==> src/rtl/ultrasound_pkg.sv <==
// Shared constants and state encoding for the 90 kHz launch / shot-scheduling / ADC capture path.
// No logic, no latency; no flow control.
// Contents: CLK_HZ, default timing constants in clk_50M cycles, scheduler state type,
// cycles-from-microseconds helper.
package ultrasound_pkg;

  localparam int CLK_HZ = 50_000_000;

  // Default timing, in clk_50M cycles, shared with the launcher and ADC capture blocks.
  localparam int PERIOD_CYC_DEF = 500_000;  // 10 ms shot-to-shot
  localparam int BURST_CYC_DEF  = 1_667;    // launcher excitation length
  localparam int WIN_DLY_DEF    = 2_500;    // 50 us blanking after launch
  localparam int WIN_LEN_DEF    = 50_000;   // 1 ms echo capture window
  localparam int NSHOT_W_DEF    = 8;

  typedef enum logic [1:0] {
    IDLE = 2'd0,
    FIRE = 2'd1,
    WAIT = 2'd2,
    DONE = 2'd3
  } shot_state_t;

  function automatic int cyc_from_us(input int us);
    return (CLK_HZ / 1_000_000) * us;
  endfunction

endpackage

==> src/rtl/us_period_timer.sv <==
// Shot period timer: counts cycles since the current launch, flags terminal count and shapes rx_win.
// Latency: cnt is 0 in the launch cycle; tc is combinational from cnt; rx_win is registered.
// Backpressure: none; clr has priority over en, win_clr forces rx_win low on the next edge.
// Ports: clk_50M, rst_n (async, active-low), clr / en (counter control), win_clr (abort window),
//        tc (cnt == PERIOD_CYC-1), rx_win (echo window).
// Build option: ECHO_WIN_EN enables the rx_win generator; otherwise rx_win is tied 0.
module us_period_timer
  import ultrasound_pkg::*;
#(
  parameter int PERIOD_CYC = PERIOD_CYC_DEF,
  parameter int BURST_CYC  = BURST_CYC_DEF,
  parameter int WIN_DLY    = WIN_DLY_DEF,
  parameter int WIN_LEN    = WIN_LEN_DEF,
  parameter int PER_W      = $clog2(PERIOD_CYC)
) (
  input  logic clk_50M,
  input  logic rst_n,
  input  logic clr,
  input  logic en,
  input  logic win_clr,
  output logic tc,
  output logic rx_win
);

  logic [PER_W-1:0] cnt;

  always_ff @(posedge clk_50M or negedge rst_n) begin
    if (!rst_n) begin
      cnt <= '0;
    end else if (clr) begin
      cnt <= '0;
    end else if (en) begin
      cnt <= cnt + PER_W'(1);
    end
  end

  // The burst term never gates a legal configuration (PERIOD_CYC > BURST_CYC); it keeps a
  // mis-set period from ever re-triggering the launcher mid-burst.
  assign tc = (cnt == PER_W'(PERIOD_CYC - 1)) && (cnt >= PER_W'(BURST_CYC));

`ifdef ECHO_WIN_EN
  logic win_rise;
  logic win_fall;

  // rx_win is registered, so the compares fire one count early: high for counts
  // WIN_DLY .. WIN_DLY+WIN_LEN-1 relative to the launch cycle.
  assign win_rise = (cnt == PER_W'(WIN_DLY - 1));
  assign win_fall = (cnt == PER_W'(WIN_DLY + WIN_LEN - 1));

  always_ff @(posedge clk_50M or negedge rst_n) begin
    if (!rst_n) begin
      rx_win <= 1'b0;
    end else if (win_clr) begin
      rx_win <= 1'b0;
    end else if (win_rise) begin
      rx_win <= 1'b1;
    end else if (win_fall) begin
      rx_win <= 1'b0;
    end
  end
`else
  logic unused_win;

  assign rx_win     = 1'b0;
  assign unused_win = win_clr | (WIN_DLY > 0) | (WIN_LEN > 0);
`endif

endmodule

==> src/rtl/ultrasound_shot_scheduler.sv <==
// Shot scheduler: issues one-cycle launch_cmd pulses every PERIOD_CYC cycles for shot_num shots
// (0 = continuous). Latency: first launch_cmd one cycle after an accepted start.
// Backpressure: none; start is ignored while busy, stop aborts on the next edge and beats start.
// Ports: clk_50M, rst_n (async, active-low), start/stop (one-cycle requests), shot_num (sampled
//        on accepted start), launch_cmd, busy, shot_cnt, done, rx_win (echo capture window).
// Build option: ECHO_WIN_EN enables rx_win; otherwise rx_win is constant 0.
module ultrasound_shot_scheduler
  import ultrasound_pkg::*;
#(
  parameter int PERIOD_CYC = PERIOD_CYC_DEF,
  parameter int BURST_CYC  = BURST_CYC_DEF,
  parameter int NSHOT_W    = NSHOT_W_DEF,
  parameter int WIN_DLY    = WIN_DLY_DEF,
  parameter int WIN_LEN    = WIN_LEN_DEF
) (
  input  logic               clk_50M,
  input  logic               rst_n,
  input  logic               start,
  input  logic               stop,
  input  logic [NSHOT_W-1:0] shot_num,
  output logic               launch_cmd,
  output logic               busy,
  output logic [NSHOT_W-1:0] shot_cnt,
  output logic               done,
  output logic               rx_win
);

  shot_state_t        state;
  shot_state_t        state_nxt;
  logic [NSHOT_W-1:0] shot_num_q;
  logic               tc;
  logic               more_shots;
  logic               accept;
  logic               tmr_clr;
  logic               tmr_en;
  logic               win_clr;

  // shot_cnt already includes the launch just issued when WAIT reaches terminal count.
  assign more_shots = (shot_num_q == '0) || (shot_cnt < shot_num_q);
  assign accept     = (state == IDLE) && start && !stop;

  always_ff @(posedge clk_50M or negedge rst_n) begin
    if (!rst_n) begin
      state <= IDLE;
    end else begin
      state <= state_nxt;
    end
  end

  always_comb begin
    state_nxt  = state;
    launch_cmd = 1'b0;
    busy       = 1'b1;
    done       = 1'b0;
    case (state)
      IDLE: begin
        busy = 1'b0;
        if (start && !stop) begin
          state_nxt = FIRE;
        end
      end
      FIRE: begin
        launch_cmd = 1'b1;
        state_nxt  = stop ? IDLE : WAIT;
      end
      WAIT: begin
        if (stop) begin
          state_nxt = IDLE;
        end else if (tc) begin
          state_nxt = more_shots ? FIRE : DONE;
        end
      end
      DONE: begin
        done      = 1'b1;
        state_nxt = IDLE;
      end
      default: begin
        state_nxt = IDLE;
      end
    endcase
  end

  always_ff @(posedge clk_50M or negedge rst_n) begin
    if (!rst_n) begin
      shot_num_q <= '0;
      shot_cnt   <= '0;
    end else if (accept) begin
      shot_num_q <= shot_num;
      shot_cnt   <= '0;
    end else if (state == FIRE) begin
      // Wraps naturally in continuous mode.
      shot_cnt <= shot_cnt + NSHOT_W'(1);
    end
  end

  // Counter reads 0 in the FIRE cycle and PERIOD_CYC-1 in the last WAIT cycle, giving
  // launch-to-launch spacing of exactly PERIOD_CYC.
  assign tmr_clr = (state_nxt != WAIT);
  assign tmr_en  = (state_nxt == WAIT);
  assign win_clr = (state_nxt == IDLE);

  us_period_timer #(
    .PERIOD_CYC (PERIOD_CYC),
    .BURST_CYC  (BURST_CYC),
    .WIN_DLY    (WIN_DLY),
    .WIN_LEN    (WIN_LEN)
  ) u_timer (
    .clk_50M (clk_50M),
    .rst_n   (rst_n),
    .clr     (tmr_clr),
    .en      (tmr_en),
    .win_clr (win_clr),
    .tc      (tc),
    .rx_win  (rx_win)
  );

endmodule
==> config.mk <==
export PLATFORM = sky130hd
export DESIGN_NAME = ultrasound_shot_scheduler
export DESIGN_NICKNAME = d
export VERILOG_FILES = /design/src/rtl/ultrasound_pkg.sv /design/src/rtl/us_period_timer.sv /design/src/rtl/ultrasound_shot_scheduler.sv
export SDC_FILE = /design/constraint.sdc
export NUM_CORES = 1
export LEC_CHECK = 0
export ABC_CLOCK_PERIOD_IN_PS = 3500
export CORE_MARGIN = 4
export CORE_UTILIZATION = 51
export CTS_CLUSTER_DIAMETER = 50
export CTS_CLUSTER_SIZE = 28
export DETAILED_ROUTE_END_ITERATION = 8
export PLACE_DENSITY = 0.84
export RECOVER_POWER = 25
export SYNTH_ARGS = -nofsm -noshare
export SYNTH_HDL_FRONTEND = slang
export SYNTH_HIERARCHICAL = 1
export SYNTH_SLANG_ARGS = --single-unit
==> constraint.sdc <==
create_clock -name clk_50M -period 3.5 [get_ports clk_50M]
set_input_delay 1.05 -clock clk_50M [delete_from_list [all_inputs] [get_ports clk_50M]]
set_output_delay 1.05 -clock clk_50M [all_outputs]
set_load 0.02 [all_outputs]
=== Word-level counts from Yosys, hierarchy flattened ===
Index checks and enable logic that the tools add are counted.

* Input bits: 12
* Output and inout bits: 12
* Register bits after elaboration: 37
* Logic and storage cells: 37

* Magnitude comparators: 2
* Eq/ne operators: 6
* Muxes and demuxes: 13
* Reductions and logical operators: 10
* Add/subtract/negate cells: 2

{| class="wikitable"
|+ Operator list
! cell !! number
|-
| 2-to-1 mux 19 bit || 2
|-
| adder 19 x 1 -> 19 bit (second input constant) || 1
|-
| equality test 19 bit (second input constant) || 1
|-
| greater-or-equal comparator 19 x 11 -> 1 bit (second input constant) || 1
|-
| 2-to-1 mux 8 bit || 2
|-
| 2-to-1 mux 2 bit || 5
|-
| adder 8 x 1 -> 8 bit (second input constant) || 1
|-
| zero test 8 bit || 1
|-
| < comparator 8 bit || 1
|-
| one-hot mux 2 bit (4 select lines) || 1
|-
| equality test 2 bit (second input constant) || 3
|-
| logical AND 1 bit || 4
|-
| nonzero test 2 bit || 2
|-
| 2-to-1 mux 1 bit || 3
|-
| equality test 2 x 1 -> 1 bit (second input constant) || 1
|-
| zero test 2 bit || 1
|-
| != test 2 bit (second input constant) || 1
|-
| zero test 1 bit || 1
|-
| logical OR 1 bit || 1
|}

=== Longest topological paths before layout ===
* Word-level depth: 9
* Gate-level depth with buffers: 12
* Mapped depth without buffers: 12

=== Modules after synthesis ===
The synthesis kept the hierarchy.

{| class="wikitable"
|+ Modules (own cells, without submodules)
! module !! area an instance (um^2) !! instances !! cells an instance !! seq. area each (um^2)
|-
| us_period_timer || 1054.8 || 1 || 111 || 475.5
|-
| ultrasound_shot_scheduler || 999.7 || 1 || 103 || 450.4
|}

=== Least setup slack after synthesis ===
Ideal clock, no wire load.

* Kind: register -> register
* From: register u_timer.cnt[0]
* To: register u_timer.cnt[15]
* Library setup time: 77 ps
* Stages on the path, launching flop included: 13
* Period minus slack after synthesis: 2666 ps
* Required time: 3423 ps
* Path buffers: 0
* Setup slack: 834 ps
* Arrival time: 2589 ps
* Cell sequence: dfrtp_1 -> ha_1 -> and3_1 -> nand3_1 -> nor3_1 -> inv_1 -> a21oi_1 -> nor2_1 -> inv_1 -> nor2_1 -> or3_4 -> or4_1 -> a21oi_1

* Longest elaborated chain between the ends: 7
* Elaborated cells on any way between the ends: 12
* Classes of those cells: add/sub (1); order compare (1); eq/ne (3); mux (5); reduce/logical (2)

{| class="wikitable"
|+ Ends and longest elaborated chain
! item !! line !! source
|-
| from (decl) || us_period_timer.sv:25 || <nowiki>logic [PER_W-1:0] cnt;</nowiki>
|-
| from (signal assigned) || us_period_timer.sv:33 || <nowiki>cnt <= cnt + PER_W'(1);</nowiki>
|-
| greater-or-equal comparator 19 x 11 -> 1 bit or equality test 19 bit (tied branches) || us_period_timer.sv:39 || <nowiki>assign tc = (cnt == PER_W'(PERIOD_CYC - 1)) && (cnt >= PER_W'(BURST_CYC));</nowiki>
|-
| logical AND 1 bit (*) || us_period_timer.sv:39 ||
|-
| named net tc || ultrasound_shot_scheduler.sv:31 || <nowiki>logic tc;</nowiki>
|-
| 2-to-1 mux 2 bit (*) || ultrasound_shot_scheduler.sv:69 || <nowiki>end else if (tc) begin</nowiki>
|-
| 2-to-1 mux 2 bit (*) || ultrasound_shot_scheduler.sv:67 || <nowiki>if (stop) begin</nowiki>
|-
| one-hot mux 2 bit (4 select lines) (*) || ultrasound_shot_scheduler.sv:55 || <nowiki>case (state)</nowiki>
|-
| equality test 2 bit (*) || ultrasound_shot_scheduler.sv:99 || <nowiki>assign tmr_en = (state_nxt == WAIT);</nowiki>
|-
| named net tmr_en || ultrasound_shot_scheduler.sv:35 || <nowiki>logic tmr_en;</nowiki>
|-
| nonzero test 2 bit (no line) (*) || -- ||
|}

The timed path passes the listed nets; every way through them passes the cells marked *. The select of a mux whose other input is x is not followed.
A chain may end at the register's enable or synchronous reset.

=== Worst setup path in the final report ===
Same ends and word-level chain as after synthesis.

==> report_table.html <==
<table>
<tr><th>Metric</th><th>Value</th></tr>
<tr><th colspan="2">Worst setup path</th></tr>
<tr><td>Crit path buf inv count</td><td>2</td></tr>
<tr><td>Slowest stage delay, CP</td><td>0.47 ns</td></tr>
<tr><td>Worst R2R Setup Slack</td><td>0.60 ns</td></tr>
<tr><td>End of the critical path</td><td>u_timer/cnt[15]</td></tr>
<tr><td>Endpoint class of the critical path</td><td>register</td></tr>
<tr><td>Largest fanout on the critical path</td><td>6</td></tr>
<tr><td>Kind of cell with the highest combined delay on the critical path</td><td>simple AND/OR/NAND/NOR gates</td></tr>
<tr><td>Path length in cells of the critical path</td><td>12</td></tr>
<tr><td>Worst setup path start</td><td>u_timer/cnt[0]</td></tr>
<tr><td>Capture point of the worst reg-to-reg path</td><td>u_timer/cnt[15]</td></tr>
<tr><td>Crit-path slowest cell</td><td>sky130_fd_sc_hd__or4_1</td></tr>
<tr><td>Startpoint type of the worst setup path</td><td>register</td></tr>
<tr><td>Data arrival at the endpoint of the critical path</td><td>3.11 ns</td></tr>
<tr><td>Depth of the most critical reg-to-reg path</td><td>12</td></tr>
<tr><td>Critical-path cell list</td><td>ha_1, and3_1, nand3_1, nor3_1, inv_1, a21oi_1, nor2_1, inv_1, nor2_1, or3_4, or4_1, a21oi_1</td></tr>
<tr><td>Required arrival time at the worst endpoint</td><td>3.72 ns</td></tr>
<tr><td>Crit Path Class</td><td>register to register</td></tr>
<tr><td>Critical R2R Launch</td><td>u_timer/cnt[0]</td></tr>
<tr><th colspan="2">Timing</th></tr>
<tr><td>Final Hold Violating Endpoints</td><td>0</td></tr>
<tr><td>Fin Setup TNS</td><td>0 ns</td></tr>
<tr><td>Number of setup violations in the final report</td><td>0</td></tr>
<tr><td>RSZ-0062 raised after global routing</td><td>false</td></tr>
<tr><td>Final clock skew</td><td>0.00427 ns</td></tr>
<tr><td>Max Transition Viols Final</td><td>0</td></tr>
<tr><td>Max Fclk</td><td>345 MHz</td></tr>
<tr><td>Final worst path period share</td><td>82.7%</td></tr>
<tr><td>Period minus WS final</td><td>2.90 ns</td></tr>
<tr><th colspan="2">Route</th></tr>
<tr><td>Antenna-violating nets left</td><td>0</td></tr>
<tr><td>Total wire length</td><td>4180 µm</td></tr>
<tr><td>Drt first pass iters</td><td>4</td></tr>
<tr><td>Vias/cell</td><td>5.45</td></tr>
<tr><td>Post-route DRC violation count</td><td>0</td></tr>
<tr><td>Number of vias after detailed routing</td><td>1,574</td></tr>
<tr><td>Routed wirelength normalized by instance count</td><td>14.5 µm</td></tr>
<tr><td>Drt first-iter violations</td><td>90</td></tr>
<tr><th colspan="2">Pwr</th></tr>
<tr><td>Static Leak</td><td>1.03 nW</td></tr>
<tr><td>Sw Ratio</td><td>28.3%</td></tr>
<tr><td>Register share of total power</td><td>49.8%</td></tr>
<tr><td>Power density of the placed cells</td><td>411 mW/mm²</td></tr>
<tr><td>Overall power consumption</td><td>0.989 mW</td></tr>
<tr><td>Total net switching power</td><td>0.280 mW</td></tr>
<tr><td>Cell Int Power</td><td>0.709 mW</td></tr>
<tr><td>Combinational group share of total power</td><td>20.1%</td></tr>
<tr><td>Proportion of power drawn by the clock network</td><td>30.0%</td></tr>
<tr><td>Worst VDD drop</td><td>0.271 mV</td></tr>
<tr><th colspan="2">Cells and area</th></tr>
<tr><td>Antenna diode count</td><td>0</td></tr>
<tr><td>Area of combinational cells with multiple inputs</td><td>0.00102 mm²</td></tr>
<tr><td>Final layout net count</td><td>262</td></tr>
<tr><td>Cell area after layout</td><td>0.00240 mm²</td></tr>
<tr><td>Fraction of final layout cells sized beyond drive strength 1</td><td>9.54%</td></tr>
<tr><td>Fillcell total</td><td>293</td></tr>
<tr><td>Synthesis-to-finish area growth</td><td>17.6%</td></tr>
<tr><td>Count of placed standard cells in the final layout, fillers left out</td><td>289</td></tr>
<tr><td>Area taken by flip-flops and latches</td><td>926 µm²</td></tr>
<tr><th colspan="2">Place</th></tr>
<tr><td>Total cell area at the placement stage</td><td>0.00232 mm²</td></tr>
<tr><td>Final weighted congestion in routability-driven placement</td><td>0.789</td></tr>
<tr><td>Total instance count after detailed placement</td><td>282</td></tr>
<tr><td>Final HPWL DP</td><td>3040 µm</td></tr>
<tr><td>Count of buffers from port buffering</td><td>22</td></tr>
<tr><th colspan="2">Yosys</th></tr>
<tr><td>Post-synthesis cell area</td><td>0.00205 mm²</td></tr>
<tr><td>Net count after synthesis</td><td>233</td></tr>
<tr><td>Syn Area/Cell</td><td>9.65 µm²</td></tr>
<tr><td>Cell count after synthesis</td><td>212</td></tr>
<tr><td>Number of synthesis warnings</td><td>6</td></tr>
<tr><th colspan="2">Clocking</th></tr>
<tr><td>Hold Buf Count CTS</td><td>0</td></tr>
<tr><td># H-tree levels</td><td>2</td></tr>
<tr><td>Longest Clk Path Bufs</td><td>2</td></tr>
<tr><td>Clock latency reported for the late side of the worst-skew pair</td><td>0.29 ns</td></tr>
<tr><td>Clock tree from TritonCTS</td><td>done</td></tr>
<tr><td>Number of buffers added by the clock tree synthesis step</td><td>5</td></tr>
<tr><td>Clock sink total</td><td>37</td></tr>
<tr><td>Clock tree root buffer cell</td><td>sky130_fd_sc_hd__clkbuf_8</td></tr>
<tr><td>Clock input transition at the sequential cells of the worst setup and hold paths</td><td>0.07 ns</td></tr>
<tr><td>Post-CTS Resized</td><td>0</td></tr>
<tr><td>Buffers inserted during post-CTS setup optimization</td><td>0</td></tr>
<tr><th colspan="2">GRT</th></tr>
<tr><td>Overflow left after global routing</td><td>0</td></tr>
<tr><td>Vias in the first global route</td><td>1,633</td></tr>
<tr><td>Pin count of the biggest net entering global routing</td><td>38</td></tr>
<tr><td>Global routing usage summed across all routing layers</td><td>18.1%</td></tr>
<tr><td>First-pass GRT wire length</td><td>7270 µm</td></tr>
<tr><td>Initial antenna violation count</td><td>0</td></tr>
<tr><th colspan="2">Floorplanning</th></tr>
<tr><td>Placeable core region</td><td>0.00377 mm²</td></tr>
<tr><td>X dimension of the die</td><td>71.3 µm</td></tr>
<tr><td>Overall die area</td><td>0.00509 mm²</td></tr>
<tr><td>I/O pin total</td><td>24</td></tr>
<tr><td>Die height</td><td>71.3 µm</td></tr>
<tr><td>Starting density of the core</td><td>54.2%</td></tr>
<tr><td>Number of standard-cell rows in the floorplan</td><td>22</td></tr>
<tr><th colspan="2">Run status</th></tr>
<tr><td>Run status</td><td>finished, final reports clean</td></tr>
<tr><th colspan="2">Job</th></tr>
<tr><td>Max-capacitance violation count</td><td>0</td></tr>
<tr><th colspan="2">Worst hold path</th></tr>
<tr><td>Hold Crit Class</td><td>register to register</td></tr>
</table>
registers in the layout (all words and copies together) (netlist names):
register     count
state            2
u_timer/cnt     19
shot_cnt         8
shot_num_q       8
worst min path at each step:
| stage | from | end | slack (ns) | depth (start not counted) |
|---|---|---|---|---|
| 2_1_floorplan | state[0] | state[0] | 0.46 | 1 |
| 3_3_place_gp | state[0] | state[0] | 0.50 | 1 |
| 3_5_place_dp | state[0] | state[0] | 0.51 | 1 |
| 4_1_cts | state[0] | state[0] | 0.52 | 1 |
| 5_1_grt | state[0] | state[0] | 0.55 | 1 |
| 6_report | state[0] | state[0] | 0.52 | 1 |
power by group through the flow:
stage	Clock, mW	Combinational [mW]	Sequential, mW
after CTS	0.305	0.201	0.494
after global routing	0.324	0.224	0.499
after global placement	0	0.192	0.500
after detailed placement	0	0.200	0.501
final	0.297	0.199	0.493
after floorplan	0	0.108	0.509
layer usage:
metal  vias up  share of wire (%)  global-route usage, %
met1       745                 47                   23.9
met2        27                 48                   28.7
met5         -                  0                      0
met4         0                1.9                   6.68
li1        795                  -                      -
met3         7                3.6                   4.49
layout make-up:
class / instances / share of cell area, %
multi-input combinational: 157 / 42.4
sequential: 37 / 38.5
timing repair buffer: 29 / 11.3
inverter: 11 / 1.72
clock buffer: 7 / 3.59
tap: 48 / 2.50
cell usage in the layout (no fill, tap or decap), drive strengths merged:
master and instances:
or3 4, nand2 16, xnor2 7, nor4b 1, a311oi 1, a21oi 9, and2 2, nand3 6
mux2i 3, and3 6, dfrtp 37, o31ai 1, nor4 7, or4 1, xor2 10, nand3b 1
buf 7, clkbuf 7, nand2b 2, nor2 26, nor3b 1, o21ai 12, mux2 3, dlygate4sd3 1
nand4bb 1, a211o 1, conb 1, clkdlybuf4s50 21, and2b 1, nand4 13, a31o 1, nor2b 4
nor3 5, ha 9, inv 11, a211oi 1, or2 1
through the flow:
stage | setup slack, ns | util (%) | hold slack (ns)
final | 0.604 | 63.8 | 0.522
after global routing | 0.347 | 63.8 | 0.551
after CTS | 0.587 | 63.8 | 0.521
after detailed placement | 0.549 | 61.5 | 0.512
after global placement | 0.551 | 61.5 | 0.499
after floorplan | 0.834 | - | 0.461
worst register-to-register path: stages (launching register included):
cell                      delay, ns
sky130_fd_sc_hd__dfrtp_1       0.41
sky130_fd_sc_hd__ha_1          0.20
sky130_fd_sc_hd__and3_1        0.24
sky130_fd_sc_hd__nand3_1       0.09
sky130_fd_sc_hd__nor3_1        0.38
sky130_fd_sc_hd__inv_1         0.12
sky130_fd_sc_hd__a21oi_1       0.15
sky130_fd_sc_hd__nor2_1        0.09
sky130_fd_sc_hd__inv_1         0.08
sky130_fd_sc_hd__nor2_1        0.06
sky130_fd_sc_hd__or3_4         0.40
sky130_fd_sc_hd__or4_1         0.47
sky130_fd_sc_hd__a21oi_1       0.14
(Power assumes the default switching activity.)
